**config.mk**
```make
export PLATFORM = sky130hd
export DESIGN_NAME = traffic_light_monitor
export DESIGN_NICKNAME = d
export VERILOG_FILES = /design/src/rtl/traffic_light_monitor.sv
export SDC_FILE = /design/constraint.sdc
export NUM_CORES = 1
export LEC_CHECK = 0
export CAP_MARGIN = 20
export CELL_PAD_IN_SITES_DETAIL_PLACEMENT = 1
export CELL_PAD_IN_SITES_GLOBAL_PLACEMENT = 1
export CORE_MARGIN = 8
export CORE_UTILIZATION = 43
export CTS_BUF_LIST = sky130_fd_sc_hd__clkbuf_8
export DETAILED_ROUTE_END_ITERATION = 6
export PLACE_DENSITY_LB_ADDON = 0.1
export SYNTH_ARGS = -nofsm -noshare
export SYNTH_HDL_FRONTEND = slang
export SYNTH_SLANG_ARGS = --single-unit
```
**constraint.sdc**
```tcl
create_clock -name clk -period 4.7 [get_ports clk]
set_input_delay 0.94 -clock clk [delete_from_list [all_inputs] [get_ports clk]]
set_output_delay 0.94 -clock clk [all_outputs]
set_load 0.02 [all_outputs]
```
**src/rtl/traffic_light_monitor.sv**
```systemverilog
// Passive checker for red/yellow/green lamp outputs: tracks the phase and its dwell,
// counts completed light cycles, and raises sticky errors for bad patterns, order and timing.
module traffic_light_monitor #(
    parameter int RED_MIN   = 5,
    parameter int RED_MAX   = 12,
    parameter int GREEN_MIN = 5,
    parameter int GREEN_MAX = 12,
    parameter int YEL_MIN   = 2,
    parameter int YEL_MAX   = 4,
    parameter int CNT_W     = 8
) (
    input  logic             clk,
    input  logic             reset,
    input  logic             red,
    input  logic             yellow,
    input  logic             green,
    output logic [1:0]       phase,
    output logic [CNT_W-1:0] dwell,
    output logic [CNT_W-1:0] cycle_count,
    output logic             err_onehot,
    output logic             err_seq,
    output logic             err_dwell,
    output logic             err_pulse
);

    typedef enum logic [1:0] {
        PH_UNK   = 2'd0,
        PH_RED   = 2'd1,
        PH_GREEN = 2'd2,
        PH_YEL   = 2'd3
    } phase_t;

    phase_t           phase_q, phase_n;
    logic [CNT_W-1:0] dwell_q, dwell_n;
    logic [CNT_W-1:0] cyc_q, cyc_n;
    logic             partial_q, partial_n;
    logic             eo_q, eo_n;
    logic             es_q, es_n;
    logic             ed_q, ed_n;
    logic             ep_q, ep_n;

    phase_t           lamp;
    logic             lamp_ok;
    logic [CNT_W-1:0] cur_min;
    logic [CNT_W-1:0] cur_max;
    logic             legal;
    logic             short_dw;

    always_comb begin
        lamp    = PH_UNK;
        lamp_ok = 1'b1;
        case ({red, yellow, green})
            3'b100:  lamp = PH_RED;
            3'b010:  lamp = PH_YEL;
            3'b001:  lamp = PH_GREEN;
            default: lamp_ok = 1'b0;
        endcase
    end

    always_comb begin
        cur_min = '0;
        cur_max = '1;
        case (phase_q)
            PH_RED: begin
                cur_min = CNT_W'(RED_MIN);
                cur_max = CNT_W'(RED_MAX);
            end
            PH_GREEN: begin
                cur_min = CNT_W'(GREEN_MIN);
                cur_max = CNT_W'(GREEN_MAX);
            end
            PH_YEL: begin
                cur_min = CNT_W'(YEL_MIN);
                cur_max = CNT_W'(YEL_MAX);
            end
            default: ;
        endcase
    end

    assign legal = (phase_q == PH_RED   && lamp == PH_GREEN) ||
                   (phase_q == PH_GREEN && lamp == PH_YEL)   ||
                   (phase_q == PH_YEL   && lamp == PH_RED);
    // A phase entered from UNK was not seen from its start, so its MIN is unknowable
    assign short_dw = !partial_q && (dwell_q < cur_min);

    always_comb begin
        phase_n   = phase_q;
        dwell_n   = dwell_q;
        cyc_n     = cyc_q;
        partial_n = partial_q;
        eo_n      = eo_q;
        es_n      = es_q;
        ed_n      = ed_q;
        ep_n      = 1'b0;
        if (!lamp_ok) begin
            eo_n      = 1'b1;
            ep_n      = 1'b1;
            phase_n   = PH_UNK;
            dwell_n   = '0;
            partial_n = 1'b0;
        end else if (phase_q == PH_UNK) begin
            phase_n   = lamp;
            dwell_n   = CNT_W'(1);
            partial_n = 1'b1;
        end else if (lamp == phase_q) begin
            if (dwell_q != '1)
                dwell_n = dwell_q + CNT_W'(1);
            // Dwell passes MAX exactly once per phase instance
            if (dwell_q == cur_max) begin
                ed_n = 1'b1;
                ep_n = 1'b1;
            end
        end else begin
            if (!legal)
                es_n = 1'b1;
            if (short_dw)
                ed_n = 1'b1;
            ep_n = !legal || short_dw;
            if (legal && phase_q == PH_YEL)
                cyc_n = cyc_q + CNT_W'(1);
            phase_n   = lamp;
            dwell_n   = CNT_W'(1);
            partial_n = 1'b0;
        end
    end

    always_ff @(posedge clk) begin
        if (reset) begin
            phase_q   <= PH_UNK;
            dwell_q   <= '0;
            cyc_q     <= '0;
            partial_q <= 1'b0;
            eo_q      <= 1'b0;
            es_q      <= 1'b0;
            ed_q      <= 1'b0;
            ep_q      <= 1'b0;
        end else begin
            phase_q   <= phase_n;
            dwell_q   <= dwell_n;
            cyc_q     <= cyc_n;
            partial_q <= partial_n;
            eo_q      <= eo_n;
            es_q      <= es_n;
            ed_q      <= ed_n;
            ep_q      <= ep_n;
        end
    end

    assign phase       = phase_q;
    assign dwell       = dwell_q;
    assign cycle_count = cyc_q;
    assign err_onehot  = eo_q;
    assign err_seq     = es_q;
    assign err_dwell   = ed_q;
    assign err_pulse   = ep_q;

endmodule

```
==> results.md, run 1 <==
| Step | Parameter | Reported |
|---|---|---|
| cts | Clock tree from TritonCTS | done |
| worst hold path | Path category of the worst min-delay check | reg2reg |
| synthesis | Number of cells produced by synthesis | 167 |
| synthesis | Post-Syn Area per Cell | 8.59 µm² |
| setup path | Critical path's largest stage delay | 710 ps |
| synthesis | Fraction of the yosys area taken by sequential cells | 32.1% |
| grt | Initial antenna violation count | 0 |
| cts | Clock Path Buffers | 2 |
| setup path | Crit path arrival time | 3370 ps |
| synthesis | Number of distinct library cells after synthesis | 45 |
| drt | Detailed-route via count | 1,315 |
| drt | Antenna Nets Post-Route | 0 |
| setup path | Crit path buffers/inverters | 1 |
| final layout | Net total in the final layout | 202 |
| synthesis | Total standard cell area after synthesis | 0.00143 mm² |
| drt | Routed length on met1 | 1630 µm |
| setup path | Crit Reg-Reg Endpoint | err_dwell$_SDFFE_PP0P_ |
| placement | Placer's final routability congestion estimate | 0.794 |
| die | Die H | 73.7 µm |
| die | Starting density of the core | 44.0% |
| drt | Length of routed met2 wiring | 1860 µm |
| placement | Number of buffer cells added on primary ports | 26 |
| drt | DRC errors left | 0 |
| placement | Post-DP HPWL | 2780 µm |
| drt | Detailed-route vias per instance | 5.62 |
| final layout | Commonest cells after routing, fill and taps aside | 26 x sky130_fd_sc_hd__clkdlybuf4s50_1, 23 x sky130_fd_sc_hd__dfxtp_1, 14 x sky130_fd_sc_hd__nor2_1, 11 x sky130_fd_sc_hd__a21oi_1 |
| drt | Drt pass-1 iters | 4 |
| pwr | Worst voltage drop across the vdd grid | 0.106 mV |
| setup path | Worst Path Max Fanout | 12 |
| worst hold path | Depth of the worst hold-timing path | 2 |
| setup path | Cell family with the largest share of critical-path delay | simple AND/OR/NAND/NOR gates |
| timing | Setup violations, final | 0 |
| final layout | Growth of design area from synthesis to finish | 21.5% |
| cts | Clk_lat worst skew | 260 ps |
| cts | CTS Hold Buffers Added | 0 |
| timing | Achievable Freq | 0.315 GHz |
| grt | Vias in the first global route | 1,379 |
| drt | DRC violation total after the first TritonRoute iteration | 68 |
| outcome | Result of the run | completed |
| grt | GRT Residual Overflow | 0 |
| synthesis | YS warnings | 0 |
| synthesis | Post-synthesis async set-or-reset flop share | 0% |
| cts | Count of instances resized after the clock tree is built | 0 |
| drt | Total length of routed wires | 3690 µm |
| timing | Setup clock skew after layout | 3.93 ps |
| die | Std-Cell Core Area | 0.00326 mm² |
| synthesis | Area share of fa/ha/maj cells after synthesis | 6.98% |
| setup path | Type of element capturing the critical path | flop |
| worst hold path | Hold Path Sink | err_seq$_SDFFE_PP0P_ |
| final layout | Fraction of layout instances using a drive strength above 1 | 5.85% |
| setup path | Startpoint Class | input port |
| drt | Uppermost layer routed | met4 |
| drt | WL met3 | 142 µm |
| setup path | Cell with the largest stage delay on the worst path | sky130_fd_sc_hd__clkdlybuf4s50_1 |
| timing | Slew HR | 44.9% |
| timing | Crit share post-route | 67.6% |
| pwr | Total chip power | 0.389 mW |
| setup path | Reg2reg start | phase[0]$_SDFFE_PP0P_ |
| cts | Worst-path clk slew | 80 ps |
| timing | Time the final worst path needs with I/O delays and setup | 3180 ps |
| setup path | Crit path cell chain | clkdlybuf4s50_1, or3b_1, a221oi_2, nor2_2, or4_4, nor3_2 |
| grt | Total routing resource utilization after global routing | 14.6% |
| synthesis | Count of flip-flops with a built-in enable after synthesis | 0 |
| setup path | Register-to-Register Path Depth | 7 |
| synthesis | Share of synthesized cell area in and, or, nand and nor gates | 31.7% |
| synthesis | Yosys reg bits | 23 |
| die | Number of top-level pins | 27 |
| timing | Setup repair after global routing missed its margin | false |
| die | Number of placement rows | 21 |
| pwr | Pleak | 0.595 nW |
| cts | Root Buffer Master | sky130_fd_sc_hd__clkbuf_8 |
| cts | Post-CTS Setup Repair Bufs | 0 |
| timing | Final-layout setup total negative slack | 0 ps |
| final layout | Leading cell type in the layout, fill and taps excluded | sky130_fd_sc_hd__clkdlybuf4s50_1 |
| final layout | Antenna diode instance count | 0 |
| cts | H-tree depth | 1 |
| cts | Clock buffer count from CTS | 3 |
| pwr | Power density cells | 223 mW/mm² |
| drt | Routed wire length per instance | 15.8 µm |
| synthesis | Synthesized-area fraction occupied by ao, oa, aoi and oai cells | 15.4% |
| timing | Count of final hold-check violations | 0 |
| setup path | Required time worst endpoint | 4890 ps |
| timing | Transition time at the pin with the least slew margin | 824 ps |
| cts | Clock sink count | 23 |
| synthesis | Syn_nets | 180 |
| timing | Pins over their slew limit | 0 |
| synthesis | Area share of xor/xnor cells in the synthesized design | 4.28% |
| grt | Maximum number of pins on one net before global-route repair | 26 |
| grt | Global-route wire length before repair | 6330 µm |
| setup path | Slack of the worst reg-to-reg path | 2350 ps |
| worst hold path | Hold path startpoint | err_seq$_SDFFE_PP0P_ |
| setup path | Worst Setup Path Type | in2reg |
| job | Count of max-cap constraint violations | 0 |
| die | Total Die Area | 0.00544 mm² |
| final layout | Core Util, Final | 53.5% |
| die | Die Span X | 73.7 µm |
| setup path | Cell count along the critical path | 6 |
| synthesis | Combinational family with the most area after synthesis | simple AND/OR/NAND/NOR gates |
| timing | Final critical-path setup slack | 1520 ps |
| synthesis | Mux cell area share after synthesis | 3.75% |
| synthesis | Primary flip-flop cell chosen by synthesis mapping | sky130_fd_sc_hd__dfxtp_1 |
| placement | Post-Place Worst Slack | 1290 ps |
synthesized netlist by cell type, types with 5 or more instances:
| master | n | area (µm²) |
|---|---|---|
| sky130_fd_sc_hd__dfxtp_1 | 23 | 460 |
| sky130_fd_sc_hd__nor2_1 | 14 | 52.6 |
| sky130_fd_sc_hd__a21oi_1 | 11 | 55.1 |
| sky130_fd_sc_hd__nand2_1 | 9 | 33.8 |
| sky130_fd_sc_hd__nor3_1 | 9 | 45.0 |
| sky130_fd_sc_hd__ha_1 | 8 | 100 |
| sky130_fd_sc_hd__inv_1 | 7 | 26.3 |
| sky130_fd_sc_hd__nand2b_1 | 6 | 37.5 |
| sky130_fd_sc_hd__clkbuf_1 | 5 | 18.8 |
| sky130_fd_sc_hd__nand3_1 | 5 | 25.0 |
| sky130_fd_sc_hd__nor2b_1 | 5 | 31.3 |
| sky130_fd_sc_hd__o31ai_1 | 5 | 37.5 |
stage by stage:
step | hold WS [ps] | cells | instance area, µm²
5_1_grt | 521 | 234 | 1740
3_5_place_dp | 467 | 230 | 1700
6_report | 474 | 234 | 1740
2_1_floorplan | 468 | 167 | 1430
4_1_cts | 486 | 234 | 1740
3_3_place_gp | 448 | 230 | 1700
power by group:
part           total [mW]  internal (mW)  switching, mW
combinational      0.0618         0.0270         0.0348
clock               0.122         0.0591         0.0626
sequential          0.206          0.199        0.00614
routing by layer:
| metal | vias up | global-route usage (%) |
|---|---|---|
| met1 | 637 | 16.1 |
| li1 | 649 | - |
| met2 | 23 | 26.1 |
| met4 | 0 | 5.10 |
| met5 | - | 0 |
| met3 | 6 | 3.55 |
cell type report:
| class | instances | area (µm²) |
|---|---|---|
| multi-input combinational | 128 | 891 |
| clock inverter | 1 | 5.00 |
| clock buffer | 3 | 41.3 |
| inverter | 7 | 26.3 |
| sequential | 23 | 460 |
| fill | 399 | 1520 |
| timing repair buffer | 26 | 260 |
| tap | 46 | 57.6 |
worst register-to-register path: stages, from the launching register on:
cell and delay, ps:
sky130_fd_sc_hd__dfxtp_1 570, sky130_fd_sc_hd__ha_1 330, sky130_fd_sc_hd__inv_1 100, sky130_fd_sc_hd__ha_1 270, sky130_fd_sc_hd__o21ai_0 150, sky130_fd_sc_hd__o211ai_1 120
sky130_fd_sc_hd__or4_1 430, sky130_fd_sc_hd__o311ai_1 280
flip-flops by register name, indices dropped and copies added (netlist names):
| signal | cells |
|---|---|
| cycle_count | 8 |
| dwell | 8 |
| phase | 2 |
| err_dwell | 1 |
| err_onehot | 1 |
| err_pulse | 1 |
| err_seq | 1 |
| partial_q | 1 |
how the worst max path moves through the flow:
| stage | from | slack, ps | end |
|---|---|---|---|
| floorplan | yellow | 2120 | dwell[2]$_SDFFE_PP0P_ |
| global placement | red | 1410 | dwell[2]$_SDFFE_PP0P_ |
| detailed placement | red | 1290 | dwell[2]$_SDFFE_PP0P_ |
| CTS | red | 1540 | dwell[2]$_SDFFE_PP0P_ |
| global route | yellow | 1410 | cycle_count[7]$_SDFFE_PP0P_ |
| finish | red | 1520 | dwell[2]$_SDFFE_PP0P_ |
cells by family (layout without fill, tap and decap cells):
kind of cell	after synthesis	in the layout
adders and majority gates	8	8
muxes	5	5
buffers and inverters	16	37
DFF	23	23
xor gates and xnor gates	7	7
and+or+nand+nor	76	76
AOI/OAI and AO/OA	32	32
(Power assumes the default switching activity.)
==> inputs of run 2 (changes only) <==
Settings changed: CORE_UTILIZATION 43 to 36.
Clock period 4.7 ns to 2.8 ns, I/O delays scaled along.
==> run 2 against run 1 <==
Effect of this change: clock skew barely moved; cell count rose by 6.0%; non-clock buffer count rose by 10; worst setup slack got worse by 1300 ps; critical path type unchanged; critical endpoint is now cycle_count[6]$_SDFFE_PP0P_; largest cell class unchanged; highest routed layer unchanged.
==> results.md, run 2 (synthesized netlist as in run 1, its figures left out) <==
| Step | Parameter | Reported |
|---|---|---|
| outcome | Result of the run | completed |
| drt | Drt pass-1 iters | 4 |
| worst hold path | Path category of the worst min-delay check | reg2reg |
| die | Die H | 79.1 µm |
| drt | Uppermost layer routed | met4 |
| timing | Final-layout setup total negative slack | 0 ps |
| cts | Worst-path clk slew | 90 ps |
| final layout | Area occupied by multi-input gates | 891 µm² |
| pwr | Total chip power | 0.679 mW |
| setup path | Critical path's largest stage delay | 550 ps |
| worst hold path | Depth of the worst hold-timing path | 2 |
| cts | Clock sink count | 23 |
| cts | Root Buffer Master | sky130_fd_sc_hd__clkbuf_8 |
| timing | Setup violations, final | 0 |
| drt | WL met3 | 148 µm |
| drt | Routed length on met1 | 1730 µm |
| cts | Clock buffer count from CTS | 3 |
| pwr | Worst voltage drop across the vdd grid | 0.168 mV |
| cts | Count of instances resized after the clock tree is built | 0 |
| die | Number of top-level pins | 27 |
| die | Starting density of the core | 36.6% |
| pwr | Power density cells | 373 mW/mm² |
| drt | Detailed-route vias per instance | 5.38 |
| placement | Post-DP HPWL | 2950 µm |
| setup path | Register-to-Register Path Depth | 7 |
| drt | Antenna Nets Post-Route | 0 |
| timing | Setup clock skew after layout | 4.27 ps |
| final layout | Filler cells | 476 |
| drt | DRC violation total after the first TritonRoute iteration | 45 |
| cts | Clock tree from TritonCTS | done |
| setup path | Slack of the worst reg-to-reg path | 470 ps |
| worst hold path | Hold Path Sink | err_onehot$_SDFFE_PP0P_ |
| setup path | Reg2reg start | phase[1]$_SDFFE_PP0P_ |
| grt | Global-route wire length before repair | 6450 µm |
| timing | Transition time at the pin with the least slew margin | 549 ps |
| die | Number of placement rows | 23 |
| setup path | Cell with the largest stage delay on the worst path | sky130_fd_sc_hd__clkdlybuf4s50_1 |
| timing | Setup repair after global routing missed its margin | false |
| placement | Number of buffer cells added on primary ports | 26 |
| final layout | Commonest cells after routing, fill and taps aside | 26 x sky130_fd_sc_hd__clkdlybuf4s50_1, 23 x sky130_fd_sc_hd__dfxtp_1, 14 x sky130_fd_sc_hd__nor2_1, 11 x sky130_fd_sc_hd__a21oi_1, 10 x sky130_fd_sc_hd__buf_4 |
| setup path | Startpoint Class | input port |
| drt | Length of routed met2 wiring | 1890 µm |
| setup path | Type of element capturing the critical path | flop |
| timing | Time the final worst path needs with I/O delays and setup | 2530 ps |
| final layout | Core Util, Final | 46.5% |
| grt | Vias in the first global route | 1,385 |
| timing | Pins over their slew limit | 0 |
| die | Std-Cell Core Area | 0.00391 mm² |
| drt | Detailed-route via count | 1,334 |
| pwr | Pleak | 0.642 nW |
| grt | GRT Residual Overflow | 0 |
| timing | Final critical-path setup slack | 272 ps |
| final layout | Leading cell type in the layout, fill and taps excluded | sky130_fd_sc_hd__clkdlybuf4s50_1 |
| timing | Crit share post-route | 90.3% |
| grt | Total routing resource utilization after global routing | 12.6% |
| final layout | Antenna diode instance count | 0 |
| placement | Post-Place Worst Slack | -7.53 ps |
| die | Total Die Area | 0.00626 mm² |
| final layout | Storage cell area | 460 µm² |
| drt | Routed wire length per instance | 15.4 µm |
| timing | Achievable Freq | 0.396 GHz |
| cts | Clk_lat worst skew | 270 ps |
| cts | H-tree depth | 1 |
| job | Count of max-cap constraint violations | 0 |
| final layout | Growth of design area from synthesis to finish | 27.1% |
| drt | Total length of routed wires | 3820 µm |
| final layout | Net total in the final layout | 212 |
| final layout | Fraction of layout instances using a drive strength above 1 | 10.6% |
| setup path | Worst Path Max Fanout | 8 |
| placement | Placer's final routability congestion estimate | 0.767 |
| drt | DRC errors left | 0 |
| worst hold path | Hold path startpoint | err_onehot$_SDFFE_PP0P_ |
| timing | Slew HR | 63.3% |
| grt | Initial antenna violation count | 0 |
| timing | Count of final hold-check violations | 0 |
| setup path | Crit path arrival time | 2740 ps |
| cts | Post-CTS Setup Repair Bufs | 0 |
| grt | Maximum number of pins on one net before global-route repair | 19 |
| setup path | Crit Reg-Reg Endpoint | err_dwell$_SDFFE_PP0P_ |
| setup path | Required time worst endpoint | 3010 ps |
| setup path | Crit path cell chain | clkdlybuf4s50_1, or3b_1, nand3_1, o2111ai_1, or4_1, a21oi_1 |
| setup path | Worst Setup Path Type | in2reg |
| cts | CTS Hold Buffers Added | 0 |
| timing | WHS | 480 ps |
| die | Die Span X | 79.1 µm |
| cts | Clock Path Buffers | 2 |
[run 2: through the flow]
stage	cell area, µm²	cells
after CTS	1820	248
after floorplan	1430	167
after global placement	1780	244
final	1820	248
after detailed placement	1780	244
after global routing	1820	248
[run 2: how the worst max path moves through the flow]
stage                     cells past startpoint  startpoint  slack, ps                           to
final                                         6      yellow        270  cycle_count[6]$_SDFFE_PP0P_
after global routing                          6      yellow        110  cycle_count[5]$_SDFFE_PP0P_
after CTS                                     6      yellow        270  cycle_count[6]$_SDFFE_PP0P_
after detailed placement                      6      yellow         -8  cycle_count[6]$_SDFFE_PP0P_
after global placement                        6      yellow         60  cycle_count[5]$_SDFFE_PP0P_
after floorplan                               6      yellow        600        dwell[2]$_SDFFE_PP0P_
[run 2: routing by layer]
layer	track usage, %	up-vias
met4	5.19	0
met5	0	-
li1	-	668
met2	21.9	17
met1	14.5	644
met3	2.82	5
[run 2: critical path, delay by kind of cell]
kind | cells | cell delay [ps]
AND/OR/NAND/NOR | 3 | 1170
buffers and inverters | 1 | 550
AO/OA/AOI/OAI | 2 | 450
[run 2: cell type report]
class	count	share of cell area [%]
well taps	50	3.43
flip-flops and latches	23	25.3
clock buffers	3	2.27
clock inverters	1	0.275
multi-input cells	128	48.9
repair buffers	36	18.4
inverters	7	1.44
[run 2: where the power goes]
| part | total (mW) | switching, mW | leakage, nW | internal, mW |
|---|---|---|---|---|
| combinational | 0.119 | 0.0611 | 0.430 | 0.0574 |
| sequential | 0.345 | 0.0105 | 0.187 | 0.335 |
| clock | 0.216 | 0.116 | 0.0255 | 0.0996 |
| total | 0.679 | 0.188 | 0.642 | 0.492 |
==> inputs of run 3 (changes only) <==
Settings changed: HOLD_SLACK_MARGIN set to 0.03.
==> results of run 3 <==
Final layout, timing and power as in run 2 (identical DEF).
